## src/rtl/i2c_byte_master.sv

```systemverilog
// Command-driven I2C master: one START/id/RW/addr/data/STOP register transaction per command.
// Optional macro I2C_CLK_STRETCH_EN: freeze the quarter counter while a slave holds SCL low.
module i2c_byte_master #(
  parameter int CLK_DIV = 4
) (
  input  logic       clk,
  input  logic       reset,
  input  logic       cmd_valid,
  output logic       cmd_ready,
  input  logic       cmd_write,
  input  logic [7:0] cmd_id,
  input  logic [7:0] cmd_addr,
  input  logic [7:0] cmd_wdata,
  output logic       rsp_valid,
  output logic [7:0] rsp_rdata,
  output logic       rsp_err,
  output logic       busy,
  output logic       scl_oe,
  output logic       sda_oe,
  input  logic       scl_in,
  input  logic       sda_in
);

  localparam int DIV_W = (CLK_DIV > 1) ? $clog2(CLK_DIV) : 1;
  localparam logic [DIV_W-1:0] DIV_LAST = DIV_W'(CLK_DIV - 1);
  localparam logic [DIV_W-1:0] DIV_ONE  = DIV_W'(1);
  localparam logic [DIV_W-1:0] DIV_ZERO = DIV_W'(0);

  typedef enum logic [3:0] {
    S_IDLE, S_START, S_ID, S_RW, S_ACK1, S_ADDR, S_ACK2,
    S_WDATA, S_RDATA, S_ACK3, S_STOP, S_DONE
  } state_t;

  state_t           state_r;
  logic [DIV_W-1:0] div_r;
  logic [1:0]       q_r;
  logic [2:0]       bit_r;
  logic [7:0]       id_r;
  logic [7:0]       addr_r;
  logic [7:0]       wdata_r;
  logic             write_r;
  logic [7:0]       rdata_r;
  logic             err_r;
  logic             cmd_ready_r;
  logic             rsp_valid_r;
  logic [7:0]       rsp_rdata_r;
  logic             rsp_err_r;
  logic             busy_r;
  logic             scl_oe_r;
  logic             sda_oe_r;

  logic             tick_s;
  logic             stall_s;
  state_t           next_state_s;
  logic [2:0]       next_bit_s;
  logic             first_sda_s;

  assign tick_s = (div_r == DIV_LAST);

`ifdef I2C_CLK_STRETCH_EN
  assign stall_s = (q_r == 2'd1) && !scl_in;
`else
  logic unused_s;
  assign unused_s = scl_in;
  assign stall_s  = 1'b0;
`endif

  // Slot sequencing: which slot follows the current one and what SDA does on entry to it.
  always_comb begin
    next_state_s = state_r;
    next_bit_s   = 3'd0;
    first_sda_s  = 1'b0;
    case (state_r)
      S_START: next_state_s = S_ID;
      S_ID: begin
        next_state_s = (bit_r == 3'd7) ? S_RW : S_ID;
        next_bit_s   = (bit_r == 3'd7) ? 3'd0 : bit_r + 3'd1;
      end
      S_RW:   next_state_s = S_ACK1;
      S_ACK1: next_state_s = S_ADDR;
      S_ADDR: begin
        next_state_s = (bit_r == 3'd7) ? S_ACK2 : S_ADDR;
        next_bit_s   = (bit_r == 3'd7) ? 3'd0 : bit_r + 3'd1;
      end
      S_ACK2: next_state_s = write_r ? S_WDATA : S_RDATA;
      S_WDATA, S_RDATA: begin
        next_state_s = (bit_r == 3'd7) ? S_ACK3 : state_r;
        next_bit_s   = (bit_r == 3'd7) ? 3'd0 : bit_r + 3'd1;
      end
      S_ACK3: next_state_s = S_STOP;
      S_STOP: next_state_s = S_DONE;
      default: next_state_s = S_IDLE;
    endcase

    // Open-drain: pulling low encodes a 0 bit.
    case (next_state_s)
      S_ID:    first_sda_s = ~id_r[next_bit_s];
      S_RW:    first_sda_s = ~write_r;
      S_ADDR:  first_sda_s = ~addr_r[next_bit_s];
      S_WDATA: first_sda_s = ~wdata_r[next_bit_s];
      S_STOP:  first_sda_s = 1'b1;
      default: first_sda_s = 1'b0;
    endcase
  end

  // Transaction FSM with quarter/bit counters and registered line enables.
  always_ff @(posedge clk or posedge reset) begin
    if (reset) begin
      state_r     <= S_IDLE;
      div_r       <= DIV_ZERO;
      q_r         <= 2'd0;
      bit_r       <= 3'd0;
      id_r        <= 8'h00;
      addr_r      <= 8'h00;
      wdata_r     <= 8'h00;
      write_r     <= 1'b0;
      rdata_r     <= 8'h00;
      err_r       <= 1'b0;
      cmd_ready_r <= 1'b1;
      rsp_valid_r <= 1'b0;
      rsp_rdata_r <= 8'h00;
      rsp_err_r   <= 1'b0;
      busy_r      <= 1'b0;
      scl_oe_r    <= 1'b0;
      sda_oe_r    <= 1'b0;
    end else begin
      rsp_valid_r <= 1'b0;
      case (state_r)
        S_IDLE: begin
          scl_oe_r <= 1'b0;
          sda_oe_r <= 1'b0;
          if (cmd_valid && cmd_ready_r) begin
            id_r        <= cmd_id;
            addr_r      <= cmd_addr;
            wdata_r     <= cmd_wdata;
            write_r     <= cmd_write;
            rdata_r     <= 8'h00;
            err_r       <= 1'b0;
            div_r       <= DIV_ZERO;
            q_r         <= 2'd0;
            bit_r       <= 3'd0;
            busy_r      <= 1'b1;
            cmd_ready_r <= 1'b0;
            state_r     <= S_START;
          end else begin
            busy_r <= 1'b0;
          end
        end
        S_DONE: begin
          rsp_valid_r <= 1'b1;
          rsp_rdata_r <= err_r ? 8'h00 : rdata_r;
          rsp_err_r   <= err_r;
          busy_r      <= 1'b0;
          cmd_ready_r <= 1'b1;
          state_r     <= S_IDLE;
        end
        default: begin
          if (!tick_s) begin
            div_r <= div_r + DIV_ONE;
          end else if (stall_s) begin
            div_r <= div_r;
          end else if (q_r == 2'd3) begin
            div_r    <= DIV_ZERO;
            q_r      <= 2'd0;
            state_r  <= next_state_s;
            bit_r    <= next_bit_s;
            sda_oe_r <= first_sda_s;
          end else begin
            div_r <= DIV_ZERO;
            q_r   <= q_r + 2'd1;
            case (q_r)
              2'd0: scl_oe_r <= 1'b0;
              2'd1: begin
                case (state_r)
                  S_START: sda_oe_r <= 1'b1;
                  S_STOP:  sda_oe_r <= 1'b0;
                  S_ACK1, S_ACK2: begin
                    // NACK: compress the STOP into the remaining two quarters of this slot.
                    if (sda_in) begin
                      err_r    <= 1'b1;
                      scl_oe_r <= 1'b1;
                      sda_oe_r <= 1'b1;
                      state_r  <= S_STOP;
                    end else begin
                      err_r <= err_r;
                    end
                  end
                  S_RDATA: rdata_r[bit_r] <= sda_in;
                  S_ACK3: begin
                    if (write_r) begin
                      err_r <= sda_in;
                    end else begin
                      err_r <= err_r;
                    end
                  end
                  default: sda_oe_r <= sda_oe_r;
                endcase
              end
              2'd2: scl_oe_r <= (state_r != S_STOP);
              default: scl_oe_r <= scl_oe_r;
            endcase
          end
        end
      endcase
    end
  end

  assign cmd_ready = cmd_ready_r;
  assign rsp_valid = rsp_valid_r;
  assign rsp_rdata = rsp_rdata_r;
  assign rsp_err   = rsp_err_r;
  assign busy      = busy_r;
  assign scl_oe    = scl_oe_r;
  assign sda_oe    = sda_oe_r;

endmodule

```

## config.mk

```make
export PLATFORM = sky130hd
export DESIGN_NAME = i2c_byte_master
export DESIGN_NICKNAME = d
export VERILOG_FILES = /design/src/rtl/i2c_byte_master.sv
export SDC_FILE = /design/constraint.sdc
export NUM_CORES = 1
export LEC_CHECK = 0
export BUFFER_PORTS_ARGS = -buffer_cell sky130_fd_sc_hd__buf_4
export CORE_MARGIN = 4
export CORE_UTILIZATION = 57
export DETAILED_ROUTE_END_ITERATION = 16
export MAX_ROUTING_LAYER = met4
export PLACE_DENSITY = 0.84
export SYNTH_ARGS = -nofsm -noshare
export SYNTH_HDL_FRONTEND = slang
export SYNTH_SLANG_ARGS = --single-unit
```

## constraint.sdc

```tcl
create_clock -name clk -period 4.1 [get_ports clk]
set_clock_uncertainty 0.05 [all_clocks]
set_input_delay 0.205 -clock clk [delete_from_list [all_inputs] [get_ports clk]]
set_output_delay 0.205 -clock clk [all_outputs]
set_load 0.02 [all_outputs]
```

# After elaboration in Yosys (flattened, before gate mapping)

Cells that the tools add are included.

Register bits after elaboration: 59
Latch bits: 0
RAM bits: 0
Memory bits (read-only): 0
Bits of input ports: 30
Output and inout bits: 14
Word-level logic and storage cells: 150
Memories kept: 0

$add $sub $neg: 3
Multiply operators: 0
Div/mod/pow operators: 0
$lt $le $gt $ge: 3
Eq/ne operators: 29
Shift operators: 0
Muxes and demuxes: 63
Bitwise gates (word level): 5
Reduce and logical (&&, ||, !) cells: 30

Operators by type and width:

| cell                 | number |
|---|---|
| $mux W8              | 6 |
| $pmux W4 S9          | 1 |
| $mux W4              | 8 |
| $eq A4 B3 Y1 const B | 6 |
| $eq A4 B4 Y1 const B | 5 |
| $mux W1              | 19 |
| $eq A4 B2 Y1 const B | 4 |
| $pmux W8 S2          | 1 |
| $reduce_bool A4 Y1   | 4 |
| $mux W3              | 5 |
| $pmux W1 S2          | 6 |
| $reduce_and A6 Y1    | 2 |
| $mux W2              | 5 |
| $reduce_and A5 Y1    | 2 |
| $reduce_bool A2 Y1   | 5 |
| $bmux W1 S3          | 3 |
| $reduce_bool A3 Y1   | 3 |
| $bwmux W8            | 1 |
| $lt A3 B4 Y1 const B | 2 |
| $ne A4 B4 Y1 const B | 2 |
| $pmux W2 S2          | 2 |
| $pmux W4 S2          | 1 |
| $reduce_and A8 Y1    | 1 |
| $eq A2 B2 Y1 const B | 3 |
| 25 further kinds     | 36 |

# Logic depth before layout (Yosys ltp)

Gate-level depths: netlist (run 1).

Depth after elaboration: 10
Depth in mapped cells: 10
Mapped depth without buffers: 9

# Worst setup path before layout (run 1)

No wires, ideal clock.

Kind: register to register
Start: reg bit_r[0]
End: reg sda_oe_r, in the netlist sda_oe
Library setup time: 0.101 ns
Arrival time: 2.251 ns
Setup slack: 1.698 ns
Cell stages (with the launch flop): 11
Buffers on the path: 1
Period minus slack after synthesis: 2.402 ns
Cells stage by stage: dfrtp_1 ha_1 ha_1 buf_2 or2_2 o32ai_4 nand2_4 mux2_4 o22a_1 o211a_1 o32ai_1

Cells in the longest elaborated chain, start to end: 10
Elaborated cells between the ends (all ways): 26
Those cells by class: add/sub: 1; eq/ne: 6; mux: 16; bitwise: 3

RTL lines:

| element                                              | line        | source |
|---|---|---|
| start: declaration                                   | 37          | `logic [2:0] bit_r;` |
| start signal: assignment                             | 166         | `bit_r <= next_bit_s;` |
| $add A3 B1 Y3 / $eq A3 B3 Y1 (equally long branches) | -           |  |
| $mux W3                                              | 77, 83, 88  |  |
| $mux W3                                              | -           |  |
| $bmux W1 S3 (on tied branches)                       | 100, 97, 99 |  |
| $mux W1 (on tied branches)                           | 100, 97, 99 |  |
| $not A1 Y1 (on tied branches)                        | 100, 97, 99 |  |
| $pmux W1 S5 *                                        | 96          | `case (next_state_s)` |
| $mux W1 *                                            | 162         | `end else if (q_r == 2'd3) begin` |
| $mux W1 *                                            | 158         | `if (!tick_s) begin` |
| $pmux W1 S2 *                                        | 128         | `case (state_r)` |
| end signal: assignment                               | 167         | `sda_oe_r <= first_sda_s;` |
| end signal: assignment                               | 196         | `default: sda_oe_r <= sda_oe_r;` |
| end: declaration                                     | 50          | `logic sda_oe_r;` |

Every way passes the cells marked *; elsewhere a longest branch is shown, timed or not. The select of a mux whose other input is x is not followed.
A chain may end at the register's enable or synchronous reset.

# Worst setup path after layout (run 1)

Same ends and word-level chain as after synthesis.

==> results.md, run 1 <==
* CP Buf/Inv Count at 0
* DRC at 0
* Core ar. at 5540 µm²
* Final layout net count at 411
* Post-CTS Setup Inserts at 0
* Sum of negative setup slack at 0 ps
* WS Path Type: reg2reg
* Main synth FF type: dfrtp_1
* Worst hold path class: in2async
* Initial Utilization at 59.1%
* Power Dens Cells at 616 nW/µm²
* Status: finished with violations
* Share of layout cells above drive strength 1 at 27.4%
* Crit path max-delay cell type: a2111oi_0
* Number of synthesized flops with an enable pin at 0
* Vias in the first global route at 2532
* Worst path required time at 4300 ps
* Final hold vios at 2
* Synth top area share at 44.3%
* Die area at 7020 µm²
* Antenna diodes at 0
* Clock tree buffer depth at 2
* Critical path capture point type: register
* DIE HEIGHT at 83.8 µm
* Crit path to: sda_oe
* Syn Nets at 377
* Reg clk slew, reported paths at 80 ps
* Total of max-cap violations at 0
* Cell Rows at 27
* Max Slew Vio Count at 0
* Top Family by Delay on Critical Path: compound AO/OA/AOI/OAI gates
* Initial drt markers at 288
* RePlAce Congestion at 0.912
* Unrepaired setup endpoints after global routing: false
* Worst-Margin Slew at 732 ps
* DRT Pass-1 Iters at 4
* Pint at 1.43 mW
* Fin crit share at 71.9%
* Worst setup startpoint: bit_r[0]
* Routed wire per std cell at 14.9 µm
* Worst IR Drop VDD at 420 µV
* Post-CTS Resized at 0
* Maximum number of pins on one net before global-route repair at 60
* Crit-path max cell delay at 540 ps
* Biggest area consumer among synthesized cells: dfrtp_1
* P_leak at 1.67 nW
* CP arrival at 3150 ps
* Gate power share at 40.3%
* Via density at 5.86
* Area grow syn2layout at 15.2%
* CP max FO at 12
* Reg2Reg Capture Point: sda_oe
* Hpwl dp at 4810 µm
* Global route total overflow at 0
* Reg2Reg Depth at 9
* CTS root buf: clkbuf_8
* DIE WIDTH at 83.8 µm
* Vias at 2642
* Gr usage total at 20.9%
* Ports at 44
* Hold buffer count at cts at 0
* Hold WS at -1.90 ps
* Failing checks: negative hold slack
* Clock net sink count at 59
* Antenna-violating nets left at 0
* CP dominant cell by count: ha_1
* Syn_area_per_cell at 9.63 µm²
* H-tree levels at 3
* Cell Area, Synth at 3270 µm²
* Critical R2R Launch: bit_r[0]
* Initial antenna violation count at 0
* TritonCTS clock tree: done
* Number of CTS-inserted buffers at 9
* FF+latch count, synth at 59
* Fin util at 68.1%
* Count of cell types in the netlist at 58
* Commonest non-fill, non-tap cell in the layout: dfrtp_1
* Setup violators final at 0
* Register-to-register setup slack at 1150 ps
* Critical path depth at 9
* Seq/Total Area, Yosys at 45.1%
* Startpoint types: register
* Syn Inst Count at 340
* Seq pwr share at 39.3%
* Port-buffer cells at 42
* Biggest area contributors in the synthesized netlist: dfrtp_1, mux2_2, o21ai_0
* Switching Share at 38.3%
* Max_slew headroom at 51.2%
* First-pass GRT wire length at 11600 µm
* Tmin final at 2950 ps
* Maximum clock frequency at 339 MHz
* Worst skew pair latency at 350 ps
* Highest-count cells in the layout ignoring fill and taps: dfrtp_1, buf_4, o21ai_0, nand2_1, mux2_2
* Final WL at 6710 µm
* Crit path cell chain: ha_1, ha_1, or2_2, o32ai_4, nand2_1, a2111oi_0, nor4_1, o211a_1, o32ai_1
* Switching power at 0.891 mW
* Part of the power in the clock network at 20.3%
* Asr flop ratio synth at 100%
* Synth warn at 0
-- worst reg2reg max path, cell delays in order (launching register included) --
cell and delay [ps]:
dfrtp_1 510, ha_1 260, ha_1 340, or2_2 370, o32ai_4 170, nand2_1 260
a2111oi_0 540, nor4_1 110, o211a_1 140, o32ai_1 110
-- synth_stat cells (2+ instances only) --
cell type  instances
a211oi_1           4
a21oi_1           16
a22o_1             2
a31oi_1            4
and3_1             2
buf_2              8
clkbuf_1           9
dfrtp_1           58
ha_1               7
inv_1             11
mux2_2            29
mux2i_1            6
nand2_1           42
nand2b_1          14
nand3_1            7
nor2_1            24
nor2_2             3
nor3_1             3
o211ai_1           2
o21ai_0           43
o22a_1             2
o22ai_1            6
o31ai_1            2
o32ai_1            2
-- registers in the layout, summed over array words and instances, names as in the netlist, 2 cells and up --
signal,flops
bit_r,3
rdata_r,8
q_r,2
wdata_r,8
id_r,8
rsp_rdata,8
state_r,4
addr_r,8
div_r,2
-- cells by family after synthesis --
kind of cell    after synthesis  synth area share [%]
fa+ha+maj                     8                  2.98
xor+xnor                      1                 0.268
buf+inv                      33                  4.47
simple gates                106                  15.7
flops                        59                  45.1
mux                          37                  12.6
compound gates               96                  18.8
-- layer usage --
metal  share of wire [%]  global-route usage, %
met5                   0                      -
met4                 1.1                   6.58
met3                 7.9                   6.22
met2                  48                   32.5
met1                  43                   26.4
-- power groups by stage --
stage | clock [mW] | sequential (mW) | combinational, mW
3_5_place_dp | 0 | 0.925 | 0.935
6_report | 0.473 | 0.915 | 0.937
3_3_place_gp | 0 | 0.911 | 0.898
5_1_grt | 0.512 | 0.942 | 1.04
4_1_cts | 0.484 | 0.914 | 0.937
2_1_floorplan | 0 | 0.863 | 0.795
-- metrics by stage --
| step | area, µm² | setup slack [ps] | hold WS [ps] | std cells | power, mW |
|---|---|---|---|---|---|
| after floorplan | 3270 | 1700 | 307 | 340 | 1.66 |
| after global placement | 3590 | 1230 | 388 | 435 | 1.81 |
| after detailed placement | 3590 | 1180 | 392 | 435 | 1.86 |
| after CTS | 3770 | 1160 | 18.0 | 451 | 2.33 |
| after global routing | 3770 | 876 | 14.1 | 451 | 2.49 |
| final | 3770 | 1150 | -1.90 | 451 | 2.32 |
-- area by class of cell --
| cell class | instances | area, µm² |
|---|---|---|
| Clock buffer | 9 | 124 |
| Tap cell | 72 | 90.1 |
| Sequential cell | 59 | 1480 |
| Inverter | 12 | 45.0 |
| Fill cell | 455 | 1770 |
| Multi-Input combinational cell | 248 | 1650 |
| Clock inverter | 7 | 53.8 |
| Timing Repair Buffer | 44 | 330 |
-- worst min-delay path by stage --
| stage | start | end | slack (ps) | cells after the start |
|---|---|---|---|---|
| 2_1_floorplan | cmd_addr[2] | addr_r[2] | 310 | 1 |
| 3_3_place_gp | cmd_wdata[2] | wdata_r[2] | 390 | 2 |
| 3_5_place_dp | cmd_wdata[6] | wdata_r[6] | 390 | 2 |
| 4_1_cts | reset | id_r[0] | 20 | 3 |
| 5_1_grt | cmd_id[0] | id_r[0] | 10 | 2 |
| 6_report | reset | addr_r[4] | -2 | 3 |
Power figures use the tool's default switching activity.
==> inputs of run 2 (changes only) <==
==> constraint.sdc (replaced) <==
create_clock -name clk -period 3 [get_ports clk]
set_clock_uncertainty 0.05 [all_clocks]
set_input_delay 0.15 -clock clk [delete_from_list [all_inputs] [get_ports clk]]
set_output_delay 0.15 -clock clk [all_outputs]
set_load 0.02 [all_outputs]
==> run 2 against run 1 <==
  * Final area increased by 7.6%
  * Worst setup slack got worse by 870 ps
  * The run now ends clean
  * Global-route usage increased by 1.5 points
  * Highest routed layer unchanged
  * Maximum frequency increased by 8.5%
  * Count of clock-buffer cells in the layout increased by 3
  * Via count increased by 3.7%
  * Register-to-register slack got worse by 870 ps
==> results.md, run 2 (synthesis gave the netlist of run 1 again) <==
* Status: finished, final reports clean
* CP arrival at 2910 ps
* Power Dens Cells at 812 nW/µm²
* RePlAce Congestion at 0.892
* Worst skew pair latency at 340 ps
* Reg clk slew, reported paths at 60 ps
* Area grow syn2layout at 24.0%
* DRC at 0
* Setup violators final at 0
* Highest-count cells in the layout ignoring fill and taps: dfrtp_1, buf_4, o21ai_0, nand2_1, mux2_2
* Routed wire per std cell at 14.7 µm
* Worst hold path class: in2reg
* Tmin final at 2710 ps
* Startpoint types: register
* Max Slew Vio Count at 0
* Worst path required time at 3190 ps
* Final layout net count at 439
* Total of max-cap violations at 0
* Number of CTS-inserted buffers at 9
* Pwr Total at 3.30 mW
* P_leak at 1.80 nW
* Clock net sink count at 59
* Worst IR Drop VDD at 526 µV
* Core ar. at 5540 µm²
* DRT Pass-1 Iters at 4
* Gr usage total at 22.4%
* Sum of negative setup slack at 0 ps
* DIE WIDTH at 83.8 µm
* Via density at 5.72
* Final WL at 7060 µm
* Fin crit share at 90.5%
* Port-buffer cells at 42
* Unrepaired setup endpoints after global routing: false
* TritonCTS clock tree: done
* Initial Utilization at 59.1%
* Final hold vios at 0
* Vias at 2740
* Die area at 7020 µm²
* H-tree levels at 3
* Share of layout cells above drive strength 1 at 26.0%
* Global route total overflow at 0
* Cell Rows at 27
* Clock tree buffer depth at 2
* Max_slew headroom at 27.9%
* WS Path Type: reg2reg
* Initial drt markers at 301
* Vias in the first global route at 2703
* Antenna diodes at 0
* Maximum number of pins on one net before global-route repair at 55
* Hpwl dp at 4940 µm
* DIE HEIGHT at 83.8 µm
* Commonest non-fill, non-tap cell in the layout: dfrtp_1
* Antenna-violating nets left at 0
* Worst-Margin Slew at 1080 ps
* Critical path capture point type: register
* CP max FO at 11
* Ports at 44
* Initial antenna violation count at 0
* First-pass GRT wire length at 12400 µm
* Maximum clock frequency at 368 MHz
* CTS root buf: clkbuf_8
==> run 2: changes by cell type in the layout (fill, tap and decap cells not counted) <==
| cell | delta |
|---|---|
| clkinvlp_4 | -1 |
| buf_4 | +4 |
| bufinv_16 | +1 |
| clkbuf_1 | +2 |
| inv_6 | -1 |
| clkinv_4 | -2 |
| dlygate4sd3_1 | +24 |
| clkbuf_8 | +1 |
==> run 2: power breakdown <==
part	total (mW)	internal (mW)	switching, mW
Combinational	1.32	0.652	0.666
Sequential	1.27	1.04	0.225
Clock	0.711	0.405	0.306
Total	3.30	2.10	1.20
==> run 2: worst paths after layout <==
path	startpoint	to	slack, ps	cells after the start
worst max-delay path	bit_r[1]	sda_oe	290	9
worst min-delay path	cmd_write	write_r	10	2
worst max register to register	bit_r[1]	sda_oe	290	9
worst min register to register	rsp_rdata[5]	rsp_rdata[5]	430	2
max in group asynchronous	reset	wdata_r[3]	2170	3
min in group asynchronous	reset	id_r[1]	30	2
==> run 2: routing by layer <==
metal	up-vias	global-route usage, %	wire [µm]
met1	1296	26.9	2970
met4	0	7.31	110
met5	-	-	0
met3	13	6.22	514
met2	88	36.7	3460
li1	1343	-	-
==> run 2: cell type report <==
class / instances / area (µm²)
inverters: 12 / 45.0
clock inverters: 4 / 50.0
fillers: 412 / 1480
well taps: 72 / 90.1
multi-input cells: 248 / 1650
clock buffers: 12 / 145
flip-flops and latches: 59 / 1480
repair buffers: 72 / 601
==> run 2: metrics by stage <==
stage	cell area (µm²)	utilization [%]	cells	setup slack, ps	hold WS (ps)
global route	4060	73.3	479	21.8	4.87
detailed placement	3620	65.4	439	289	339
CTS	4060	73.3	479	293	2.07
floorplan	3270	-	340	598	252
global placement	3620	65.4	439	337	332
finish	4060	73.3	479	285	11.8
==> run 2: repair_timing <==
action                                 CTS  global route
endpoints found under the hold margin   24             0
hold buffers                            24             0
buffers inserted                         0             0
gates resized for setup                  0             0
==> run 2: worst max-delay path, stage by stage (launching register included) <==
cell and delay (ps):
dfrtp_1 480, ha_1 230, ha_1 320, or2_2 350
o32ai_4 200, nand2_1 250, a2111oi_0 430, nor4_1 80
o211a_1 120, o32ai_1 100
==> inputs of run 3 (changes only) <==
--- a/config.mk
+++ b/config.mk
@@ -11,6 +11,7 @@
 export DETAILED_ROUTE_END_ITERATION = 16
 export MAX_ROUTING_LAYER = met4
 export PLACE_DENSITY = 0.84
+export REMOVE_ABC_BUFFERS = 1
 export SYNTH_ARGS = -nofsm -noshare
 export SYNTH_HDL_FRONTEND = slang
 export SYNTH_SLANG_ARGS = --single-unit
==> run 3 against run 2 <==
  * Core utilization is 0.45 points higher
  * Maximum frequency is 2.0% lower
  * Power increased by 1.6%
  * Clock power rose by 2%
==> results.md, run 3 (synthesis gave the netlist of run 1 again) <==
* Fin crit share at 92.4%
* Worst path required time at 3200 ps
* Vias at 2845
* Ports at 44
* Register area at 1480 µm²
* Critical path capture point type: register
* WS Path Type: reg2reg
* Commonest non-fill, non-tap cell in the layout: dfrtp_1
* RePlAce Congestion at 0.919
* Unrepaired setup endpoints after global routing: false
* Status: finished, final reports clean
* Via density at 5.90
* Placed insts at 441
* Max_slew headroom at 63.6%
* Max Slew Vio Count at 0
* Area grow syn2layout at 24.7%
* Port-buffer cells at 42
* Total of max-cap violations at 0
* Clock tree buffer depth at 2
* Cell Rows at 27
* DRC at 0
* H-tree levels at 3
* Final layout net count at 442
* Reg clk slew, reported paths at 70 ps
* Gr usage total at 24.0%
* CP max FO at 12
* Initial Utilization at 59.1%
* Global route total overflow at 0
* Tmin final at 2770 ps
* P_leak at 1.81 nW
* CP arrival at 2970 ps
* Share of layout cells above drive strength 1 at 26.3%
* Die area at 7020 µm²
* Area of the multi-input gates at 1650 µm²
* DIE HEIGHT at 83.8 µm
* Pwr Total at 3.35 mW
* Core ar. at 5540 µm²
* Final hold vios at 0
* Worst IR Drop VDD at 480 µV
* Worst skew pair latency at 350 ps
* First-pass GRT wire length at 13200 µm
* Maximum number of pins on one net before global-route repair at 28
* Filler Cells Inserted at 399
* Initial antenna violation count at 0
* DIE WIDTH at 83.8 µm
* Sum of negative setup slack at 0 ps
* Routed wire per std cell at 16.0 µm
* Initial drt markers at 259
* Number of CTS-inserted buffers at 9
* Startpoint types: register
* Worst hold path class: in2reg
* Post-CTS Setup Inserts at 0
* Final cell count without fillers at 482
* Hpwl dp at 5070 µm
* Power Dens Cells at 820 nW/µm²
* CTS root buf: clkbuf_8
* Maximum clock frequency at 361 MHz
* Worst-Margin Slew at 547 ps
* Hold WS at 8.64 ps
* Vias in the first global route at 2776
* Clock net sink count at 59
* Highest-count cells in the layout ignoring fill and taps: dfrtp_1, buf_4, o21ai_0, nand2_1, mux2_2
* DRT Pass-1 Iters at 5
* Final WL at 7730 µm
* TritonCTS clock tree: done
* Antenna-violating nets left at 0
* Antenna diodes at 0
* Setup violators final at 0
* Fin util at 73.7%
run 3: cell count changes in the layout (fill, tap and decap cells not counted), sizes merged:
cell | previous run | this run
dlygate4sd3 | 24 | 25
buf | 48 | 50
run 3: report_power, final:
group / switching (mW) / internal, mW
Sequential: 0.218 / 1.04
Combinational: 0.707 / 0.656
Clock: 0.320 / 0.405
Total: 1.24 / 2.10
run 3: final cells by class:
type,count,area share (%)
Clock inverter,4,1.23
Sequential cell,59,36.2
Clock buffer,12,3.55
Tap cell,72,2.21
Inverter,12,1.10
Multi-Input combinational cell,248,40.4
Timing Repair Buffer,75,15.3
run 3: repair_timing:
action | in CTS | in global routing
endpoints found under the hold margin | 33 | 1
gates resized for setup | 0 | 0
endpoints found under the setup margin | 0 | 0
hold buffers | 24 | 1
run 3: final timing paths:
kind,startpoint,to,slack (ps),depth (start not counted)
min in group asynchronous,reset,bit_r[2],230,3
min,cmd_id[1],id_r[1],9,2
max in group asynchronous,reset,cmd_ready,2020,4
max,bit_r[2],sda_oe,230,8
max reg2reg,bit_r[2],sda_oe,230,8
min reg2reg,rsp_err,rsp_err,420,2
run 3: stage by stage:
stage	cell area (µm²)	setup slack, ps
finish	4080	229
global route	4080	98.9
CTS	4070	276
detailed placement	3640	323
global placement	3640	412
floorplan	3170	502
run 3: layer usage:
layer,part of all wire [%],wire [µm],vias to the layer above,track usage (%)
met5,0,0,-,-
met4,2.6,201,0,10.1
met3,6.5,504,19,5.92
met2,48,3740,119,38.7
met1,42,3290,1369,28.8
li1,-,-,1338,-
run 3: worst max-delay path, cell delays in order, from the launching register on:
cell	delay, ps
dfrtp_1	510
ha_1	430
or2_2	370
o32ai_4	200
nand2_1	260
a2111oi_0	520
nor4_1	110
o211a_1	130
o32ai_1	90
